## config.mk

```make
export PLATFORM = sky130hd
export DESIGN_NAME = hazard_sequencer_flat
export DESIGN_NICKNAME = d
export VERILOG_FILES = /design/src/rtl/riscv_pkg.sv /design/src/rtl/hazard_sequencer_if.sv /design/src/rtl/pipe_shadow_reg.sv /design/src/rtl/hazard_sequencer.sv /design/src/flat_wrapper.sv
export SDC_FILE = /design/constraint.sdc
export NUM_CORES = 1
export LEC_CHECK = 0
export CORE_ASPECT_RATIO = 0.7
export CORE_MARGIN = 2
export CORE_UTILIZATION = 47
export CTS_CLUSTER_DIAMETER = 80
export DETAILED_ROUTE_END_ITERATION = 10
export PLACE_DENSITY = 0.79
export SKIP_LAST_GASP = 1
export SLEW_MARGIN = 20
export SYNTH_ARGS = -nofsm -noshare
export SYNTH_HDL_FRONTEND = slang
export SYNTH_SLANG_ARGS = --single-unit
```

## constraint.sdc

```tcl
create_clock -name clock -period 3 [get_ports clock]
set_input_delay 0.6 -clock clock [delete_from_list [all_inputs] [get_ports clock]]
set_output_delay 0.6 -clock clock [all_outputs]
set_load 0.005 [all_outputs]
```

## src/rtl/riscv_pkg.sv

```systemverilog
// riscv_pkg: decoder type bit positions, forwarding/state encodings and operand-use helpers.
package riscv_pkg;
  localparam int TYPE_BITS   = 9;
  localparam int TYPE_R      = 8;
  localparam int TYPE_IALU   = 7;
  localparam int TYPE_LOAD   = 6;
  localparam int TYPE_STORE  = 5;
  localparam int TYPE_BRANCH = 4;
  localparam int TYPE_JAL    = 3;
  localparam int TYPE_LUI    = 2;
  localparam int TYPE_AUIPC  = 1;
  localparam int TYPE_JALR   = 0;
  localparam logic [1:0] FWD_REG = 2'b00;
  localparam logic [1:0] FWD_MEM = 2'b01;
  localparam logic [1:0] FWD_WB  = 2'b10;
  typedef enum logic [1:0] {
    SEQ_RUN   = 2'b00,
    SEQ_STALL = 2'b01,
    SEQ_FLUSH = 2'b10
  } seq_state_e;
  typedef struct packed {
    logic       wen;
    logic       is_load;
    logic [4:0] rd;
  } shadow_t;
  localparam shadow_t SHADOW_EMPTY = '{wen: 1'b0, is_load: 1'b0, rd: 5'd0};
  function automatic logic uses_rs1(input logic [TYPE_BITS-1:0] t);
    return t[TYPE_R] | t[TYPE_IALU] | t[TYPE_LOAD] | t[TYPE_STORE] | t[TYPE_BRANCH] | t[TYPE_JALR];
  endfunction
  function automatic logic uses_rs2(input logic [TYPE_BITS-1:0] t);
    return t[TYPE_R] | t[TYPE_STORE] | t[TYPE_BRANCH];
  endfunction
  function automatic logic writes_rd(input logic [TYPE_BITS-1:0] t);
    return t[TYPE_R] | t[TYPE_IALU] | t[TYPE_LOAD] | t[TYPE_JAL] | t[TYPE_LUI] | t[TYPE_AUIPC] | t[TYPE_JALR];
  endfunction
  function automatic logic hit(input shadow_t s, input logic used, input logic [4:0] rs);
    return used && s.wen && s.rd == rs;
  endfunction
  // m = {EX, MEM, WB} matches; an EX-stage load cannot supply its value from MEM next cycle.
  function automatic logic [1:0] fwd_sel(input logic [2:0] m, input logic ex_load);
    return (m[2] && !ex_load) ? FWD_MEM : m[1] ? FWD_WB : FWD_REG;
  endfunction
endpackage

```

## src/rtl/hazard_sequencer_if.sv

```systemverilog
// hazard_sequencer_if: ID-stage decode inputs and pipeline control outputs of the hazard sequencer.
interface hazard_sequencer_if #(
  parameter int CNT_W  = 16,
  parameter int TYPE_W = 9
);
  logic              id_valid;
  logic [TYPE_W-1:0] id_type;
  logic [4:0]        id_rs1;
  logic [4:0]        id_rs2;
  logic [4:0]        id_rd;
  logic              ex_redirect;
  logic              stall_if;
  logic              stall_id;
  logic              flush_id;
  logic              flush_ex;
  logic [1:0]        fwd_a;
  logic [1:0]        fwd_b;
  logic [1:0]        seq_state;
  logic [CNT_W-1:0]  stall_count;
  modport master (
    output id_valid, id_type, id_rs1, id_rs2, id_rd, ex_redirect,
    input  stall_if, stall_id, flush_id, flush_ex, fwd_a, fwd_b, seq_state, stall_count
  );
  modport slave (
    input  id_valid, id_type, id_rs1, id_rs2, id_rd, ex_redirect,
    output stall_if, stall_id, flush_id, flush_ex, fwd_a, fwd_b, seq_state, stall_count
  );
endinterface

```

## src/rtl/pipe_shadow_reg.sv

```systemverilog
// pipe_shadow_reg: destination-register shadow for one pipeline stage; bubble_i loads an empty slot.
module pipe_shadow_reg
  import riscv_pkg::*;
(
  input  logic    clock,
  input  logic    reset_n,
  input  logic    bubble_i,
  input  shadow_t shadow_i,
  output shadow_t shadow_o
);
  shadow_t shadow_q, shadow_d;
  always_comb shadow_d = bubble_i ? SHADOW_EMPTY : shadow_i;
  always_ff @(posedge clock or negedge reset_n)
    if (!reset_n) shadow_q <= SHADOW_EMPTY;
    else shadow_q <= shadow_d;
  assign shadow_o = shadow_q;
endmodule

```

## src/rtl/hazard_sequencer.sv

```systemverilog
// hazard_sequencer: ID-stage hazard detection, stall/flush control and EX forwarding selects.
// Define FORWARDING_EN to forward from MEM/WB and stall only on load-use.
module hazard_sequencer
  import riscv_pkg::*;
#(
  parameter int CNT_W  = 16,
  parameter int TYPE_W = 9
) (
  input logic               clock,
  input logic               reset_n,
  hazard_sequencer_if.slave bus
);
  seq_state_e        state_q, state_d;
  logic [CNT_W-1:0]  cnt_q, cnt_d;
  logic [TYPE_W-1:0] id_type;
  shadow_t           id_sh, ex_sh, mem_sh, wb_sh;
  logic              squash, id_live, use1, use2, hazard, bubble, unused_bits;
  logic [2:0]        m1, m2;
  logic [1:0]        fwd_a, fwd_b;
  assign id_type = bus.id_type;
  // A redirect, or the cycle after one, leaves only a squashed instruction in ID.
  always_comb begin
    squash  = bus.ex_redirect || state_q == SEQ_FLUSH;
    id_live = bus.id_valid && |id_type && !squash;
    use1    = id_live && uses_rs1(id_type) && bus.id_rs1 != 5'd0;
    use2    = id_live && uses_rs2(id_type) && bus.id_rs2 != 5'd0;
    id_sh   = '{wen: id_live && writes_rd(id_type) && bus.id_rd != 5'd0,
                is_load: id_live && id_type[TYPE_LOAD], rd: bus.id_rd};
    m1      = {hit(ex_sh, use1, bus.id_rs1), hit(mem_sh, use1, bus.id_rs1), hit(wb_sh, use1, bus.id_rs1)};
    m2      = {hit(ex_sh, use2, bus.id_rs2), hit(mem_sh, use2, bus.id_rs2), hit(wb_sh, use2, bus.id_rs2)};
  end
`ifdef FORWARDING_EN
  assign hazard      = ex_sh.is_load && (m1[2] || m2[2]);
  assign fwd_a       = fwd_sel(m1, ex_sh.is_load);
  assign fwd_b       = fwd_sel(m2, ex_sh.is_load);
  assign unused_bits = ^{m1[0], m2[0], mem_sh.is_load, wb_sh};
`else
  assign hazard      = |{m1, m2};
  assign fwd_a       = FWD_REG;
  assign fwd_b       = FWD_REG;
  assign unused_bits = ^{ex_sh.is_load, mem_sh.is_load, wb_sh.is_load};
`endif
  assign bubble = hazard || bus.ex_redirect;
  pipe_shadow_reg u_ex  (.clock(clock), .reset_n(reset_n), .bubble_i(bubble), .shadow_i(id_sh),  .shadow_o(ex_sh));
  pipe_shadow_reg u_mem (.clock(clock), .reset_n(reset_n), .bubble_i(1'b0),   .shadow_i(ex_sh),  .shadow_o(mem_sh));
  pipe_shadow_reg u_wb  (.clock(clock), .reset_n(reset_n), .bubble_i(1'b0),   .shadow_i(mem_sh), .shadow_o(wb_sh));
  always_ff @(posedge clock or negedge reset_n)
    if (!reset_n) begin
      state_q <= SEQ_RUN;
      cnt_q   <= '0;
    end else begin
      state_q <= state_d;
      cnt_q   <= cnt_d;
    end
  always_comb begin
    state_d = bus.ex_redirect ? SEQ_FLUSH : hazard ? SEQ_STALL : SEQ_RUN;
    cnt_d   = (hazard && !(&cnt_q)) ? cnt_q + CNT_W'(1) : cnt_q;
  end
  // Shadows are cleared in reset, so only the flush outputs need explicit gating.
  always_comb begin
    bus.stall_if    = hazard;
    bus.stall_id    = hazard;
    bus.flush_id    = reset_n && bus.ex_redirect;
    bus.flush_ex    = reset_n && bus.ex_redirect;
    bus.fwd_a       = fwd_a;
    bus.fwd_b       = fwd_b;
    bus.seq_state   = state_q;
    bus.stall_count = cnt_q;
  end
endmodule

```

## src/flat_wrapper.sv

```systemverilog
// flat-port wrapper written by rule: the top's interface ports become plain ports
module hazard_sequencer_flat import riscv_pkg::*;
#(
  parameter int CNT_W  = 16,
  parameter int TYPE_W = 9
)
  (clock, reset_n, bus_id_valid, bus_id_type, bus_id_rs1, bus_id_rs2, bus_id_rd, bus_ex_redirect, bus_stall_if, bus_stall_id, bus_flush_id, bus_flush_ex, bus_fwd_a, bus_fwd_b, bus_seq_state, bus_stall_count);
  hazard_sequencer_if #(.CNT_W(CNT_W), .TYPE_W(TYPE_W)) bus_i ();
  input logic clock;
  input logic reset_n;
  input wire logic [$bits(bus_i.id_valid)-1:0] bus_id_valid;
  input wire logic [$bits(bus_i.id_type)-1:0] bus_id_type;
  input wire logic [$bits(bus_i.id_rs1)-1:0] bus_id_rs1;
  input wire logic [$bits(bus_i.id_rs2)-1:0] bus_id_rs2;
  input wire logic [$bits(bus_i.id_rd)-1:0] bus_id_rd;
  input wire logic [$bits(bus_i.ex_redirect)-1:0] bus_ex_redirect;
  output wire logic [$bits(bus_i.stall_if)-1:0] bus_stall_if;
  output wire logic [$bits(bus_i.stall_id)-1:0] bus_stall_id;
  output wire logic [$bits(bus_i.flush_id)-1:0] bus_flush_id;
  output wire logic [$bits(bus_i.flush_ex)-1:0] bus_flush_ex;
  output wire logic [$bits(bus_i.fwd_a)-1:0] bus_fwd_a;
  output wire logic [$bits(bus_i.fwd_b)-1:0] bus_fwd_b;
  output wire logic [$bits(bus_i.seq_state)-1:0] bus_seq_state;
  output wire logic [$bits(bus_i.stall_count)-1:0] bus_stall_count;
  assign bus_i.id_valid = bus_id_valid;
  assign bus_i.id_type = bus_id_type;
  assign bus_i.id_rs1 = bus_id_rs1;
  assign bus_i.id_rs2 = bus_id_rs2;
  assign bus_i.id_rd = bus_id_rd;
  assign bus_i.ex_redirect = bus_ex_redirect;
  assign bus_stall_if = bus_i.stall_if;
  assign bus_stall_id = bus_i.stall_id;
  assign bus_flush_id = bus_i.flush_id;
  assign bus_flush_ex = bus_i.flush_ex;
  assign bus_fwd_a = bus_i.fwd_a;
  assign bus_fwd_b = bus_i.fwd_b;
  assign bus_seq_state = bus_i.seq_state;
  assign bus_stall_count = bus_i.stall_count;
  hazard_sequencer #(.CNT_W(CNT_W), .TYPE_W(TYPE_W)) u_core (.clock(clock), .reset_n(reset_n), .bus(bus_i));
endmodule
```

==> results.toml <==
[outcome]
outcome = "completed"

[synthesis]
synthSimpleGateAreaFrac = 0.248
synth_top_family_by_area = "simple AND/OR/NAND/NOR gates"
ys_ff_latch = 36
synth.mux.area_fraction = 0.0118
synth_fa_ha_area_frac = 0.00654
synth_area_mm2 = 0.00191
synth-compound-area-share = 0.0209
ys_warn_count = 0
synthXorXnorAreaFrac = 0.197
synth_cells = 166
avgSynthCellArea_um2 = 11.5
ys_types = 33
yosysSeqAreaShare = 0.471

[timing]
tns_ps = 0
setup_viol = 0
timing.hold.ws_ps = 415
fmax_ghz = 0.343
fin_crit_sh = 0.973
slew_headroom = 0.609
finClkSkew_ps = 9.07
hold_violations = 0
worstMarginPinSlew_ps = 585
rsz0062_at_grt = "no"
slew_viol_final = 0
fin_crit_ps = 2920

[floorplanning]
die_h_um = 57.4
ios = 54
die-area_mm2 = 0.00461
core-area_mm2 = 0.00392
die_w_um = 80.3
start_util = 0.488
rows = 19

[global_routing]
grt_pass1_wl_mm = 6.82
globalRouteOverflowTotal = 0
grtUsageTotal = 0.193
grt_pass1_vias = 1453
antenna_found_initial = 0
grt_max_degree = 37

[route]
via_per_inst = 5.20
wl_mm = 4.00
drc_errors = 0
drt_iter0_drc = 42
wl_per_cell_um = 14.3
ant_nets = 0
vias = 1450
first_pass_iters = 4

[clock_network]
cts_tree = "done"
hold_buffers = 0
clock_latency_ps = 280
cts.sinks = 36
max-clock-path-buffers = 2
htree_levels = 2
cts_buffers = 5
cts-root-buf = "clkbuf_8"
clk_pin_slew_ps = 60

[worst_setup_path]
worstPathArrival_ps = 2320
cpPeakStageDelay_ps = 560
critical-path-top-delay-family = "simple AND/OR/NAND/NOR gates"
worst-path-buf-inv = 2
cp_data_required_time_ps = 2400
cp_cell_sequence = "clkdlybuf4s50_1 > or4_4 > nor3_2 > nor3_1 > a22o_1 > dlygate4sd2_1"
crit_path_end_kind = "primary output"
crit_slowest_cell = "or4_4"
path_class = "primary input to primary output"
startpoint_type = "primary input"
cp_max_fo = 3

[run]
maxCapViolCount = 0

[place]
io_buffers = 49
gp_congestion = 0.937
hpwlAfterDp_mm = 3.02

[finish]
drive_gt1_frac = 0.154
area_growth_pct = 34.5
nets = 255
antenna_cells = 0

[pwr]
power.density_mw_per_mm2 = 380
leakagePower_nw = 1.15
ir_drop_uv = 209

[hold_path]
hp-class = "flop to flop"
state kept, by name (all words and copies together), names as in the netlist:
signal                  count
u_core.bus.stall_count     16
u_core.u_ex.shadow_o        6
u_core.u_mem.shadow_o       6
u_core.u_wb.shadow_o        6
u_core.bus.seq_state        2
per-stage QoR:
| stage | std cells | cell area, um2 | worst slack (ps) | power [mW] | utilization |
|---|---|---|---|---|---|
| after detailed placement | 271 | 2470 | -173 | 0.642 | 0.630 |
| after CTS | 279 | 2560 | -112 | 0.986 | 0.652 |
| after global routing | 279 | 2570 | 18.4 | 1.03 | 0.656 |
| after global placement | 271 | 2470 | -169 | 0.642 | 0.630 |
| final | 279 | 2570 | 80.4 | 0.978 | 0.656 |
| after floorplan | 169 | 1930 | 441 | 0.566 | - |
cells in the final DEF (no fill, tap or decap), types with 4 or more instances in the layout:
master	netlist	final
nand3_2	7	8
nand4_1	5	5
nor4_1	7	6
clkbuf_8	0	6
xnor2_1	19	19
conb_1	1	4
clkdlybuf4s50_1	0	39
xor2_1	24	24
and2_1	6	6
nand3_1	11	10
dlygate4sd2_1	0	9
nor2_1	6	5
and3_1	6	6
dfrtp_1	36	36
buf_4	7	10
cells by family after synthesis:
kind of cell,Yosys count
adder cells (fa/ha/maj),1
buffers and inverters,9
multiplexers,2
XOR/XNOR,43
AND/OR/NAND/NOR,70
other,1
AO/OA/AOI/OAI,4
flip-flops,36
metal layers:
| layer | global-route usage | up-vias | share of wire |
|---|---|---|---|
| li1 | - | 695 | - |
| met1 | 0.289 | 699 | 0.49 |
| met2 | 0.282 | 52 | 0.45 |
| met3 | 0.0475 | 4 | 0.055 |
| met4 | 0.0533 | 0 | 0.012 |
| met5 | 0 | - | 0 |
final timing paths:
kind	depth (start not counted)	endpoint	slack, ps	startpoint
max in group asynchronous	2	u_core.u_wb.shadow_o[4]	1880	reset_n
setup / recovery	6	bus_stall_if	80	bus_id_type[0]
min in group asynchronous	2	u_core.bus.stall_count[7]	800	reset_n
hold / removal	0	u_core.u_wb.shadow_o[6]	420	u_core.u_mem.shadow_o[6]
setup reg to reg	7	u_core.bus.stall_count[1]	390	u_core.bus.stall_count[0]
hold reg to reg	0	u_core.u_wb.shadow_o[6]	420	u_core.u_mem.shadow_o[6]
synth_stat cells (all sizes together):
master / n / area share
dfrtp: 36 / 0.47
xor2: 24 / 0.11
xnor2: 19 / 0.087
nand3: 18 / 0.065
buf: 9 / 0.044
nor2: 7 / 0.018
nor4: 7 / 0.023
and2: 6 / 0.020
and3: 6 / 0.020
nand4: 6 / 0.027
nand2: 4 / 0.0092
nor3: 4 / 0.013
or4: 4 / 0.016
a22o: 2 / 0.0092
and4: 2 / 0.0092
mux2: 2 / 0.012
nand3b: 2 / 0.0098
a31oi: 1 / 0.0033
a41oi: 1 / 0.0085
and2b: 1 / 0.0039
conb: 1 / 0.0020
ha: 1 / 0.0065
nand2b: 1 / 0.0033
nor2b: 1 / 0.0033
nor4b: 1 / 0.0078
cell type report:
class	instances	area, um2
fillers	325	1350
multi-input cells	124	958
flip-flops and latches	36	901
repair buffers	59	557
clock buffers	7	86.3
well taps	52	65.1
clock inverters	1	7.51
what timing repair did:
item,in CTS,in global routing
setup endpoints to repair,2,2
resized for setup,10,4
pin swaps,2,2
buffers inserted,0,0
report_power, final:
group          total, mW  switching [mW]  internal, mW
sequential         0.515          0.0160         0.499
clock              0.346           0.160         0.186
combinational      0.117          0.0509        0.0663
No activity file was read; power rests on OpenSTA's default activity.
